--- src/rtl/fp_div_iter.sv ---
`default_nettype none
// ============================================================================
// Module   : fp_div_iter
// Brief    : Iterative IEEE-754 divider, one quotient bit per cycle, RNE.
// Revision : 1.0
// ============================================================================
module fp_div_iter #(
    parameter int EXP_W = 8,
    parameter int MAN_W = 23
) (
    input  logic                   clk,
    input  logic                   rst_n,
    input  logic                   in_valid,
    output logic                   in_ready,
    input  logic [EXP_W+MAN_W:0]   a,
    input  logic [EXP_W+MAN_W:0]   b,
    output logic                   out_valid,
    input  logic                   out_ready,
    output logic [EXP_W+MAN_W:0]   result,
    output logic                   zero_division,
    output logic                   overflow,
    output logic                   underflow,
    output logic                   invalid
);

    localparam int c_w     = 1 + EXP_W + MAN_W;
    localparam int c_cnt_w = $clog2(MAN_W + 3);
    localparam logic [c_cnt_w-1:0]       c_last    = c_cnt_w'(MAN_W + 2);
    localparam logic [EXP_W+1:0]         c_bias    = (EXP_W+2)'(2**(EXP_W-1) - 1);
    localparam logic signed [EXP_W+1:0]  c_exp_max = (EXP_W+2)'(2**EXP_W - 1);

    localparam logic [2:0] c_idle = 3'd0;
    localparam logic [2:0] c_spec = 3'd1;
    localparam logic [2:0] c_div  = 3'd2;
    localparam logic [2:0] c_rnd  = 3'd3;
    localparam logic [2:0] c_done = 3'd4;

    logic [2:0]               r_state;
    logic                     r_first;
    logic                     r_in_ready;
    logic                     r_out_valid;
    logic [c_w-1:0]           r_a;
    logic [c_w-1:0]           r_b;
    logic [c_w-1:0]           r_result;
    logic [3:0]               r_flags;       // {invalid, zero_division, overflow, underflow}
    logic [MAN_W:0]           r_mb;
    logic [MAN_W+1:0]         r_rem;
    logic [MAN_W+2:0]         r_q;
    logic signed [EXP_W+1:0]  r_exp;
    logic [c_cnt_w-1:0]       r_cnt;

    logic [EXP_W-1:0]         w_ea, w_eb;
    logic [MAN_W-1:0]         w_fa, w_fb;
    logic [MAN_W:0]           w_ma, w_mb;
    logic                     w_a_zero, w_b_zero, w_a_inf, w_b_inf, w_a_nan, w_b_nan;
    logic                     w_sign, w_pre, w_in_special;
    logic [c_w-1:0]           w_spec_res;
    logic [3:0]               w_spec_flags;

    assign w_ea     = r_a[c_w-2:MAN_W];
    assign w_eb     = r_b[c_w-2:MAN_W];
    assign w_fa     = r_a[MAN_W-1:0];
    assign w_fb     = r_b[MAN_W-1:0];
    assign w_ma     = {1'b1, w_fa};
    assign w_mb     = {1'b1, w_fb};
    assign w_pre    = (w_ma < w_mb);
    assign w_sign   = r_a[c_w-1] ^ r_b[c_w-1];
    // Subnormal operands (exp==0) count as zero.
    assign w_a_zero = (w_ea == '0);
    assign w_b_zero = (w_eb == '0);
    assign w_a_inf  = (&w_ea) && (w_fa == '0);
    assign w_b_inf  = (&w_eb) && (w_fb == '0);
    assign w_a_nan  = (&w_ea) && (|w_fa);
    assign w_b_nan  = (&w_eb) && (|w_fb);

    assign w_in_special = (a[c_w-2:MAN_W] == '0) || (&a[c_w-2:MAN_W]) ||
                          (b[c_w-2:MAN_W] == '0) || (&b[c_w-2:MAN_W]);

    always_comb begin
        w_spec_res   = {w_sign, {(c_w-1){1'b0}}};
        w_spec_flags = 4'b0000;
        if (w_a_nan || w_b_nan || (w_a_zero && w_b_zero) || (w_a_inf && w_b_inf)) begin
            w_spec_res   = {1'b0, {EXP_W{1'b1}}, 1'b1, {(MAN_W-1){1'b0}}};
            w_spec_flags = 4'b1000;
        end else if (w_a_inf) begin
            w_spec_res   = {w_sign, {EXP_W{1'b1}}, {MAN_W{1'b0}}};
        end else if (w_b_zero) begin
            w_spec_res   = {w_sign, {EXP_W{1'b1}}, {MAN_W{1'b0}}};
            w_spec_flags = 4'b0100;
        end
    end

    // Rounding: quotient holds 1.f[MAN_W] G R, sticky comes from the remainder.
    logic [MAN_W:0]           w_mant;
    logic                     w_up, w_carry;
    logic [MAN_W+1:0]         w_mant_r;
    logic [MAN_W-1:0]         w_frac_r;
    logic signed [EXP_W+1:0]  w_exp_r;
    logic [c_w-1:0]           w_nrm_res;
    logic [3:0]               w_nrm_flags;
    logic                     w_rem_ge;
    logic [MAN_W+1:0]         w_rem_sel;

    assign w_mant    = r_q[MAN_W+2:2];
    assign w_up      = r_q[1] && (r_q[0] || (|r_rem) || w_mant[0]);
    assign w_mant_r  = {1'b0, w_mant} + (MAN_W+2)'(w_up);
    assign w_carry   = w_mant_r[MAN_W+1];
    assign w_frac_r  = w_carry ? w_mant_r[MAN_W:1] : w_mant_r[MAN_W-1:0];
    assign w_exp_r   = r_exp + (EXP_W+2)'(w_carry);
    assign w_rem_ge  = (r_rem >= {1'b0, r_mb});
    assign w_rem_sel = w_rem_ge ? (r_rem - {1'b0, r_mb}) : r_rem;

    always_comb begin
        w_nrm_res   = {w_sign, w_exp_r[EXP_W-1:0], w_frac_r};
        w_nrm_flags = 4'b0000;
        if (w_exp_r >= c_exp_max) begin
            w_nrm_res   = {w_sign, {EXP_W{1'b1}}, {MAN_W{1'b0}}};
            w_nrm_flags = 4'b0010;
        end else if (w_exp_r[EXP_W+1] || (w_exp_r == '0)) begin
            w_nrm_res   = {w_sign, {(c_w-1){1'b0}}};
            w_nrm_flags = 4'b0001;
        end
    end

    always_ff @(posedge clk or negedge rst_n) begin
        if (!rst_n) begin
            r_state     <= c_idle;
            r_first     <= 1'b0;
            r_in_ready  <= 1'b1;
            r_out_valid <= 1'b0;
            r_a         <= '0;
            r_b         <= '0;
            r_result    <= '0;
            r_flags     <= '0;
            r_mb        <= '0;
            r_rem       <= '0;
            r_q         <= '0;
            r_exp       <= '0;
            r_cnt       <= '0;
        end else begin
            case (r_state)
                c_idle: begin
                    if (in_valid && r_in_ready) begin
                        r_a        <= a;
                        r_b        <= b;
                        r_first    <= 1'b1;
                        r_in_ready <= 1'b0;
                        r_state    <= w_in_special ? c_spec : c_div;
                    end
                end
                c_spec: begin
                    if (r_first) begin
                        r_first <= 1'b0;
                    end else begin
                        r_result    <= w_spec_res;
                        r_flags     <= w_spec_flags;
                        r_out_valid <= 1'b1;
                        r_state     <= c_done;
                    end
                end
                c_div: begin
                    if (r_first) begin
                        // Pre-shift when ma<mb so the leading quotient bit is always 1.
                        r_first <= 1'b0;
                        r_mb    <= w_mb;
                        r_rem   <= w_pre ? {w_ma, 1'b0} : {1'b0, w_ma};
                        r_exp   <= {2'b00, w_ea} - {2'b00, w_eb} + c_bias - (EXP_W+2)'(w_pre);
                        r_q     <= '0;
                        r_cnt   <= '0;
                    end else begin
                        r_rem <= {w_rem_sel[MAN_W:0], 1'b0};
                        r_q   <= {r_q[MAN_W+1:0], w_rem_ge};
                        r_cnt <= r_cnt + c_cnt_w'(1);
                        if (r_cnt == c_last) begin
                            r_state <= c_rnd;
                        end
                    end
                end
                c_rnd: begin
                    r_result    <= w_nrm_res;
                    r_flags     <= w_nrm_flags;
                    r_out_valid <= 1'b1;
                    r_state     <= c_done;
                end
                c_done: begin
                    if (out_ready) begin
                        r_out_valid <= 1'b0;
                        r_in_ready  <= 1'b1;
                        r_state     <= c_idle;
                    end
                end
                default: begin
                    r_state <= c_idle;
                end
            endcase
        end
    end

    assign in_ready      = r_in_ready;
    assign out_valid     = r_out_valid;
    assign result        = r_result;
    assign invalid       = r_flags[3];
    assign zero_division = r_flags[2];
    assign overflow      = r_flags[1];
    assign underflow     = r_flags[0];

endmodule
`default_nettype wire

--- config.mk ---
export PLATFORM = sky130hd
export DESIGN_NAME = fp_div_iter
export DESIGN_NICKNAME = d
export VERILOG_FILES = /design/src/rtl/fp_div_iter.sv
export SDC_FILE = /design/constraint.sdc
export NUM_CORES = 1
export LEC_CHECK = 0
export ABC_AREA = 1
export BUFFER_PORTS_ARGS = -buffer_cell sky130_fd_sc_hd__buf_4
export CORE_UTILIZATION = 45
export DETAILED_ROUTE_END_ITERATION = 10
export PLACE_DENSITY_LB_ADDON = 0.3
export SYNTH_ARGS = -nofsm -noshare
export SYNTH_HDL_FRONTEND = slang
export SYNTH_SLANG_ARGS = --single-unit
--- constraint.sdc ---
create_clock -name clk -period 4.5 [get_ports clk]
set_input_delay 1.125 -clock clk [delete_from_list [all_inputs] [get_ports clk]]
set_output_delay 1.125 -clock clk [all_outputs]
set_load 0.05 [all_outputs]
==> summary.txt, run 1 <==
Clock tree
  • Clock Latency Late Sink: 440 ps
  • Root buf cell: clkbuf_16
  • CTS tree: done
  • Hold_buf cts: 0
  • Inserted Clock Buffers: 17
  • Cts repair resizes: 0
  • Maximum root-to-sink buffer count: 2
  • Setup bufs post-CTS: 0
  • Htree depth: 4
  • Clock transition at path regs: ~80 ps
  • Clock sink count: 196

Worst hold path
  • Worst hold path type: reg2reg

Layout
  • Antenna Cells: 0
  • Finished Core Util: a little over half
  • Area delta synth->final: 13.7%
  • Proportion of layout cells with a drive suffix above 1: 10.4%
  • NumNets Final: between 2,000 and 2,500
  • Post-route cell area: 14,700 um2

Routing
  • Vias per cell: 5.18
  • Vias: 12,029
  • First-pass DRT Iterations: 5
  • Post-route ant nets: 0
  • Drt wl/cell: 14.6 um
  • Total Wirelength: approximately 34 mm
  • Drt drc: 0
  • Drt first-iter violations: between 800 and 900

Logic synthesis
  • Syn nets: 1,988
  • Primary FF master, synth: dfrtp_1
  • Sequential area share after synthesis: 38.0%
  • Number of synthesized flops with an enable pin: 0
  • Synthesized flop and latch total: 196
  • Syn avg cell area: between 6 and 7 um2
  • Cell area after synthesis: 12,900 um2
  • Synth area leaders: dfrtp_1 38%, nand2_1 16%, inv_1 8.5%
  • Share of the synthesized area in the top cell type: between 30% and 40%
  • Count leader, synth: nand2_1
  • Most frequent cells after synthesis: 540 x nand2_1, 291 x inv_1, 195 x dfrtp_1
  • Synth warn: 0
  • Synth unique cells: 50
  • Syn Inst Count: ~1,900
  • Synth async-reset ratio: 100%
  • Synth area leader: dfrtp_1

Critical path
  • Arrival time worst endpoint: 4020 ps
  • Setup crit start kind: flip-flop
  • Worst Path Required: around 5000 ps
  • Crit. End Element: flip-flop
  • Reg2reg end: result[18]
  • Reg2Reg Depth: 21
  • Reg2reg start: r_q[1]
  • Crit path from: r_q[1]
  • CP Max Fanout: 4
  • Kind of critical path: reg2reg
  • Worst R2R Setup Slack: around 860 ps
  • Worst setup endpoint: result[18]

Floorplanning
  • Die Height: approximately 170 um
  • Die Width: 171 um
  • Initial Util: 46.1%
  • Num ports: roughly 110
  • Die area: slightly below 30,000 um2
  • Row Count: 61
  • Core Box Area: 28,000 um2

Timing
  • Final Max Tran Viols: 0
  • Final setup viols: 0
  • Least-Margin Pin Slew: 907 ps
  • Max Fclk: 0.275 GHz
  • RSZ-0062 raised after global routing: false
  • Final hold violations: 0
  • Period minus WS final: 3640 ps
  • Fin Setup TNS: 0 ps
  • Setup ws final: between 800 and 900 ps
  • Period Utilization, post-route: about four fifths
  • Worst Clk Skew: 17.0 ps
  • Worst slew margin: 39.4%

Placement
  • DP HPWL: approximately 26 mm
  • Dpl cell area: 14,100 um2
  • IO buf count: 105
  • Dpl ws: about 890 ps
  • Gpl congestion: 0.925

Outcome
  • Status: finished clean

GRT
  • GR Util met1: 30.5%
  • GR Overflow Total: 0
  • Met3 Use GR: approximately 2.5%
  • Vias in the first global route: 11,545
  • Gr busiest metal: met2
  • Global-route wire length before repair: 56.4 mm
  • Largest net degree at the start of global routing: 100
  • Total track usage: 24.2%
  • GRT met2 Usage: around 43%
  • Initial antenna violation count: 0

Job
  • Max cap viols: 0

Power
  • Max rail drop VDD: roughly 0.53 mV
  • Pwr dens: 865 nW/um2
  • Static leakage: 7.73 nW
## metal layers
layer	routed length, um	up-vias
met1	15200	5587
li1	-	6061
met5	0	-
met2	16400	324
met4	951	0
met3	1320	57
## critical path, cell delays in order (launching register included)
cell     delay [ps]
dfrtp_1         380
nand2_1         120
inv_1           120
ha_1            190
nand2_1         100
nor3_2          230
nand3_1         140
nor2_1          150
nand3_1         160
nor3_2          240
ha_1            270
ha_1            210
nand3_1         150
nor3_2          160
nand2_1          80
xor2_1          210
nand2_1         100
nand2_2         140
inv_1            60
nor2_1          190
nand3_1         110
nand2_1          70
## cells in the final DEF, fill, tap and decap left out, drive strengths merged, types with 2 or more instances in the layout
master	instances
o22ai	33
mux2	2
and2	2
nor3	29
or2	3
inv	304
o21bai	2
xor2	24
a21oi	93
nand2	550
fa	3
nor4	3
buf	120
nand3	125
nand4	62
o21ai	90
xnor2	9
dfrtp	195
clkinv	6
ha	67
bufinv	2
nand3b	9
clkbuf	19
nor2	186
## area by class of cell
type / instances / area [um2]
Fill cell: 2738 / 13300
Timing Repair Buffer: 121 / 927
Multi-Input combinational cell: 1299 / 6630
Tap cell: 378 / 473
Clock buffer: 18 / 429
Inverter: 298 / 1120
Sequential cell: 196 / 4910
Clock inverter: 14 / 186
## how the worst min path moves through the flow
stage               startpoint  cells after the start          to  slack [ps]
floorplan             r_mb[23]                      2    r_mb[23]         430
global placement       r_b[15]                      2    r_mb[15]         460
detailed placement  r_flags[2]                      2  r_flags[2]         470
CTS                 r_flags[2]                      2  r_flags[2]         490
global route        r_flags[3]                      2  r_flags[3]         510
finish              r_flags[2]                      2  r_flags[2]         480
## cell families (layout without fill, tap and decap cells)
group / after synthesis / after routing / synth area share [%]
buffers and inverters: 355 / 451 / 10.7
XOR/XNOR: 33 / 33 / 2.24
AO/OA/AOI/OAI: 222 / 222 / 9.42
flip-flops: 196 / 196 / 38.0
adder cells (fa/ha/maj): 70 / 70 / 6.96
multiplexers: 2 / 2 / 0.175
AND/OR/NAND/NOR: 972 / 972 / 32.5
## report_power, final
part / switching (mW) / total [mW] / leakage, nW / internal (mW)
Clock: 0.769 / 1.62 / 0.303 / 0.853
Sequential: 0.529 / 3.04 / 2.39 / 2.51
Combinational: 5.23 / 8.03 / 5.03 / 2.80
Total: 6.53 / 12.7 / 7.73 / 6.17
## through the flow
stage	hold WS, ps	cells	total power [mW]
after CTS	488	2324	12.7
after global placement	463	2292	10.9
after global routing	510	2324	14.0
after floorplan	426	1850	9.14
after detailed placement	468	2292	11.0
final	485	2324	12.7
## registers in the layout (all words and copies together), names as in the netlist, 3 cells and up
signal and flops:
r_rem 25, r_exp 10, r_state 3, result 32
r_a 32, r_mb 24, r_cnt 5, r_flags 4
r_q 26, r_b 32
Power figures use the tool's default switching activity.
==> run 2: changes to the inputs <==
Clock period 4.5 ns to 3.7 ns, I/O delays scaled along.
==> run 2 against run 1 <==
Net effect: first-iteration DRC count decreased by 8.0%; routed wire length about the same; count of clock-buffer cells in the layout unchanged; power increased by 22%; clock skew increased by 1.2 ps; sequential share of layout area decreased by 0.35 points; worst setup slack got worse by 570 ps.
==> summary.txt, run 2 (synthesis gave the netlist of run 1 again) <==
Floorplanning
  • Row Count: 61 (unchanged)
  • Core Box Area: 28,000 um2 (unchanged)
  • Initial Util: 46.1% (unchanged)
  • Die Height: 171 um (unchanged)
  • Die Width: 171 um (unchanged)
  • Num ports: 106 (unchanged)
  • Die area: 29,400 um2 (unchanged)

Outcome
  • Status: finished clean

Critical path
  • Cell Chain, Critical Path: nand2_1 -> inv_1 -> ha_2 -> nand2_2 -> nor3_4 -> nand3_2 -> nor2_2 -> nand3_2 -> nor3_4 -> ha_2 -> ha_4 -> nand3_4 -> xor2_2 -> nor2_1 -> nand2_1 -> nor2_1 -> nand2_1 -> nand2_1 -> nand2_2 -> nand2_2 -> nand2_2 -> a21oi_1
  • Critical-path top delay cell: dfrtp_1
  • Reg2reg start: r_q[1]
  • Crit path from: r_q[1]
  • CP Max Fanout: 8 (+4)
  • Worst R2R Setup Slack: 290 ps (-570 ps)
  • Arrival time worst endpoint: 3770 ps (-250 ps)
  • Crit. End Element: flip-flop
  • WP depth: 22 (+4.8%)
  • Kind of critical path: reg2reg
  • Reg2reg end: result[29]
  • Top delay family on crit path: simple AND/OR/NAND/NOR gates
  • Buf/Inv on CP: 1 (-1)
  • Setup crit start kind: flip-flop
  • Worst setup endpoint: result[29]
  • Max stage delay on crit path: 370 ps (about the same)
  • Worst Path Required: 4060 ps (-820 ps)
  • Reg2Reg Depth: 22 (+4.8%)

GRT
  • Total track usage: 24.0% (-0.23 points)
  • Largest net degree at the start of global routing: 87 (-13%)
  • Initial antenna violation count: 0 (unchanged)
  • Vias in the first global route: 11,309 (-2.0%)
  • GR Overflow Total: 0 (unchanged)
  • Global-route wire length before repair: 55.9 mm (-1.0%)

Routing
  • Drt first-iter violations: 756 (-8.0%)
  • Drt drc: 0 (unchanged)
  • First-pass DRT Iterations: 5 (unchanged)
  • Post-route ant nets: 0 (unchanged)
  • Total Wirelength: 33.9 mm (about the same)
  • Drt wl/cell: 14.5 um (-0.13%)
  • Vias per cell: 5.12 (-1.0%)
  • Vias: 11,929 (-0.83%)

Power
  • Total power: 15.5 mW (+22%)
  • Pwr dens: 1050 nW/um2 (+21%)
  • Static leakage: 7.80 nW (+0.89%)
  • Sw frac: 51.7% (+0.27 points)
  • Combinational fraction of design power: 63.9% (+0.6 points)
  • Cell internal pwr: 7.51 mW (+22%)
  • Sw Pwr: 8.03 mW (+23%)
  • Clock group share of total power: 12.4% (-0.4 points)
  • Reg power frac: 23.7% (-0.2 points)
  • Max rail drop VDD: 0.464 mV (-12%)

Clock tree
  • Inserted Clock Buffers: 17 (unchanged)
  • Hold_buf cts: 0 (unchanged)
  • Root buf cell: clkbuf_16
  • Maximum root-to-sink buffer count: 2 (unchanged)
  • Clock transition at path regs: 80 ps (about the same)
  • CTS tree: done
  • Clock sink count: 196 (unchanged)
  • Htree depth: 4 (unchanged)
  • Clock Latency Late Sink: 440 ps (about the same)

Timing
  • Least-Margin Pin Slew: 937 ps (+29.9 ps)
  • Worst Clk Skew: 18.2 ps (+1.17 ps)
  • Period minus WS final: 3410 ps (-231 ps)
  • Period Utilization, post-route: 92.1% (+11 points)
  • Max Fclk: 0.293 GHz (+6.8%)
  • Final Max Tran Viols: 0 (unchanged)
  • Worst slew margin: 37.4% (-2.0 points)
  • Final setup viols: 0 (unchanged)
  • Final hold violations: 0 (unchanged)

Layout
  • Proportion of layout cells with a drive suffix above 1: 11.4% (+1.0 points)
  • Commonest non-fill, non-tap cell in the layout: nand2_1
  • Antenna Cells: 0 (unchanged)
  • NumNets Final: 2,075 (+0.19%)
  • Most frequent cells in the layout: 537 x nand2_1, 291 x inv_1, 195 x dfrtp_1
  • Area delta synth->final: 15.0%
  • Finished Core Util: 52.9% (+0.56 points)

Placement
  • DP HPWL: 25.7 mm (+0.19%)
  • Gpl congestion: 0.915 (-1.1%)
  • IO buf count: 105 (unchanged)

Job
  • Max cap viols: 0 (unchanged)

Worst hold path
  • Worst hold path type: reg2reg
[run 2: tightest hold or removal path: cells and delay by family (launching register included)]
family             cells  cell delay [ps]
DFF                    1              340
and+or+nand+nor        1               50
AOI/OAI and AO/OA      1               60
[run 2: layout make-up]
class                      count  area, um2
fill                        2715      13200
multi-input combinational   1299       6730
sequential                   196       4910
inverter                     298       1120
timing repair buffer         125        982
tap                          378        473
clock buffer                  18        439
clock inverter                14        179
[run 2: what timing repair did]
item | 4_1_cts | 5_1_grt
gates resized for setup | 0 | 20
endpoints found under the setup margin | 0 | 33
buffers inserted | 0 | 2
[run 2: worst min-delay path by stage]
stage	from	to	slack (ps)	cells after the start
after global routing	r_b[19]	r_mb[19]	510	2
after floorplan	r_mb[23]	r_mb[23]	430	2
after detailed placement	result[31]	result[31]	470	2
after CTS	result[31]	result[31]	490	2
final	r_b[6]	r_mb[6]	490	2
after global placement	r_b[16]	r_mb[16]	460	2
[run 2: power groups by stage]
stage | combinational [mW] | clock [mW] | sequential, mW
floorplan | 7.15 | 0 | 3.96
global placement | 9.58 | 0 | 3.67
detailed placement | 9.76 | 0 | 3.70
CTS | 9.84 | 1.98 | 3.66
global route | 11.3 | 2.06 | 3.80
finish | 9.92 | 1.93 | 3.68
[run 2: per-layer routing]
metal | GRT usage, % | routed length (um)
met5 | 0 | 0
met3 | 2.83 | 1380
met1 | 30.6 | 15100
met2 | 42.4 | 16700
met4 | 7.10 | 716
[run 2: per-stage QoR]
stage / cell area [um2] / cells / hold slack (ps) / setup WS (ps) / TNS (ps)
detailed placement: 14100 / 2294 / 467 / 39.9 / 0
finish: 14800 / 2328 / 487 / 291 / 0
CTS: 14700 / 2326 / 488 / 19.4 / 0
floorplan: 12900 / 1850 / 426 / 574 / 0
global route: 14800 / 2328 / 513 / -8.65 / -9.21
global placement: 14100 / 2294 / 461 / 176 / 0
==> run 3: changes to the inputs <==
Settings changed: CORE_UTILIZATION 45 to 30.
==> run 3 against run 2 <==
Net effect: sequential power barely moved; combinational power is essentially flat; count of clock-buffer cells in the layout is 2 higher; clock power is 6% lower; via count down 0.20%; worst setup slack improved by 39 ps; critical path depth up 1; hold slack lost 23 ps; highest routed layer unchanged; fmax rose by 1.1%; critical endpoint is now result[24]; routed wire length is 8.2% higher; flip-flop and latch count did not move; non-clock buffer count increased by 6.
==> summary.txt, run 3 (synthesis gave the netlist of run 1 again) <==
Outcome
  • Status: finished clean

GRT
  • Vias in the first global route: 12,001 (+6.1%)
  • GR Overflow Total: 0 (unchanged)
  • Initial antenna violation count: 0 (unchanged)
  • Total track usage: 17.4% (-6.6 points)
  • Global-route wire length before repair: 60.8 mm (+8.8%)
  • Largest net degree at the start of global routing: 83 (-4.6%)

Clock tree
  • Inserted Clock Buffers: 17 (unchanged)
  • CTS tree: done
  • Clock transition at path regs: 70 ps (about the same)
  • Clock sink count: 196 (unchanged)
  • Htree depth: 4 (unchanged)
  • Root buf cell: clkbuf_16
  • Maximum root-to-sink buffer count: 2 (unchanged)
  • Clock Latency Late Sink: 460 ps (+20 ps)

Floorplanning
  • Core Box Area: 42,100 um2 (+50%)
  • Row Count: 75 (+23%)
  • Die Width: 209 um (+22%)
  • Initial Util: 30.6% (-15 points)
  • Num ports: 106 (unchanged)
  • Die area: 43,800 um2 (+49%)
  • Die Height: 209 um (+22%)

Critical path
  • Arrival time worst endpoint: 3750 ps (-20 ps)
  • Cell Chain, Critical Path: nand2_2 -> inv_2 -> ha_2 -> nand2_1 -> nor3_4 -> nand3_2 -> nor2_2 -> nand3_2 -> nor3_4 -> ha_2 -> ha_1 -> nand3_2 -> nor2_1 -> nand2_1 -> nand2_1 -> nand2_1 -> nor2_1 -> nand2_1 -> nand2_1 -> nand2_2 -> nand2_2 -> nand2_2 -> a21oi_2
  • Max stage delay on crit path: 380 ps (about the same)
  • Worst Path Required: 4080 ps (+20 ps)
  • Critical-path top delay cell: dfrtp_1
  • Reg2reg end: result[24]
  • CP Max Fanout: 8 (unchanged)
  • Crit. End Element: flip-flop
  • Worst R2R Setup Slack: 330 ps (+40 ps)
  • Reg2Reg Depth: 23 (+4.5%)
  • Top delay family on crit path: simple AND/OR/NAND/NOR gates
  • Buf/Inv on CP: 1 (unchanged)
  • Setup crit start kind: flip-flop
  • Crit path top cell by count: nand2_1
  • Reg2reg start: r_q[1]
  • Kind of critical path: reg2reg

Timing
  • Least-Margin Pin Slew: 955 ps (+18.1 ps)
  • Hold WS: 464 ps (-23.1 ps)
  • Period Utilization, post-route: 91.1% (-1.0 points)
  • Period minus WS final: 3370 ps (-38.6 ps)
  • Setup ws final: 330 ps (+38.6 ps)
  • Worst slew margin: 36.2% (-1.2 points)
  • Final hold violations: 0 (unchanged)
  • Final setup viols: 0 (unchanged)
  • Worst Clk Skew: 8.75 ps (-9.41 ps)
  • Final Max Tran Viols: 0 (unchanged)
  • Fin Setup TNS: 0 ps (unchanged)
  • Max Fclk: 0.297 GHz (+1.1%)

Placement
  • Dpl ws: 104 ps (+64.4 ps)
  • DP HPWL: 28.2 mm (+9.6%)
  • Gpl congestion: 0.906 (-0.94%)
  • IO buf count: 105 (unchanged)

Layout
  • Register Area: 4910 um2 (unchanged)
  • Finished Core Util: 35.5% (-17 points)
  • Proportion of layout cells with a drive suffix above 1: 11.5% (+0.12 points)
  • Antenna Cells: 0 (unchanged)
  • NumNets Final: 2,081 (+0.29%)
  • Commonest non-fill, non-tap cell in the layout: nand2_1
  • Multi-input logic area: 6690 um2 (-0.56%)
  • Fillers: 4,536 (+67%)
  • Area delta synth->final: 15.9%
  • Most frequent cells in the layout: 537 x nand2_1, 290 x inv_1, 195 x dfrtp_1

Power
  • Static leakage: 7.77 nW (-0.44%)
  • Pwr dens: 1030 nW/um2 (-1.5%)
  • Total power: 15.4 mW (-0.71%)
  • Max rail drop VDD: 0.489 mV (+5.4%)

Routing
  • Post-route ant nets: 0 (unchanged)
  • Drt drc: 0 (unchanged)
  • Vias per cell: 4.77 (-6.9%)
  • Total Wirelength: 36.6 mm (+8.2%)
  • Drt wl/cell: 14.7 um (+0.98%)
  • Vias: 11,905 (-0.20%)
  • First-pass DRT Iterations: 5 (unchanged)
  • Drt first-iter violations: 768 (+1.6%)

Worst hold path
  • Worst hold path type: in2async

Job
  • Max cap viols: 0 (unchanged)
## run 3: cell types whose count changed in the layout (fill, tap and decap cells not counted), sizes merged
| cell | before | now |
|---|---|---|
| clkinvlp | 0 | 4 |
| clkinv | 8 | 5 |
| inv | 303 | 301 |
| bufinv | 1 | 0 |
| clkbuf | 19 | 21 |
| buf | 124 | 130 |
## run 3: metrics by stage
stage | cell area (um2) | std cells
detailed placement | 14300 | 2459
global placement | 14300 | 2459
finish | 14900 | 2495
global route | 14900 | 2495
floorplan | 12900 | 1850
CTS | 14900 | 2491
## run 3: per-layer routing
metal / vias up / part of all wire, % / wire [um] / global-route usage (%)
met5: - / 0 / 0 / 0
met4: 0 / 2.8 / 1030 / 6.47
met3: 53 / 3.7 / 1360 / 3.02
met2: 235 / 47 / 17100 / 29.0
met1: 5565 / 47 / 17200 / 22.6
li1: 6052 / - / - / -
## run 3: where the power goes
group          internal, mW  switching [mW]
Combinational          3.46            6.47
Sequential             3.05           0.633
Clock                 0.908           0.907
Total                  7.42            8.01
## run 3: what timing repair did
item,in CTS,in global routing
hold buffers,0,0
buffers inserted,0,4
endpoints found under the setup margin,0,33
gates resized for setup,0,15
## run 3: layout make-up
class	instances	share of cell area (%)
clock buffer	20	3.06
clock inverter	12	0.636
inverter	298	7.52
tap	539	4.51
multi-input combinational	1299	44.8
timing repair buffer	131	6.70
sequential	196	32.8
## run 3: how the worst max path moves through the flow
stage	from	endpoint	slack [ps]	depth (start not counted)
after global routing	r_q[1]	result[0]	-40	22
after detailed placement	r_q[1]	result[24]	100	20
after floorplan	r_q[1]	result[11]	570	19
after CTS	r_q[1]	result[24]	60	22
final	r_q[1]	result[24]	330	23
after global placement	r_q[1]	result[24]	190	20
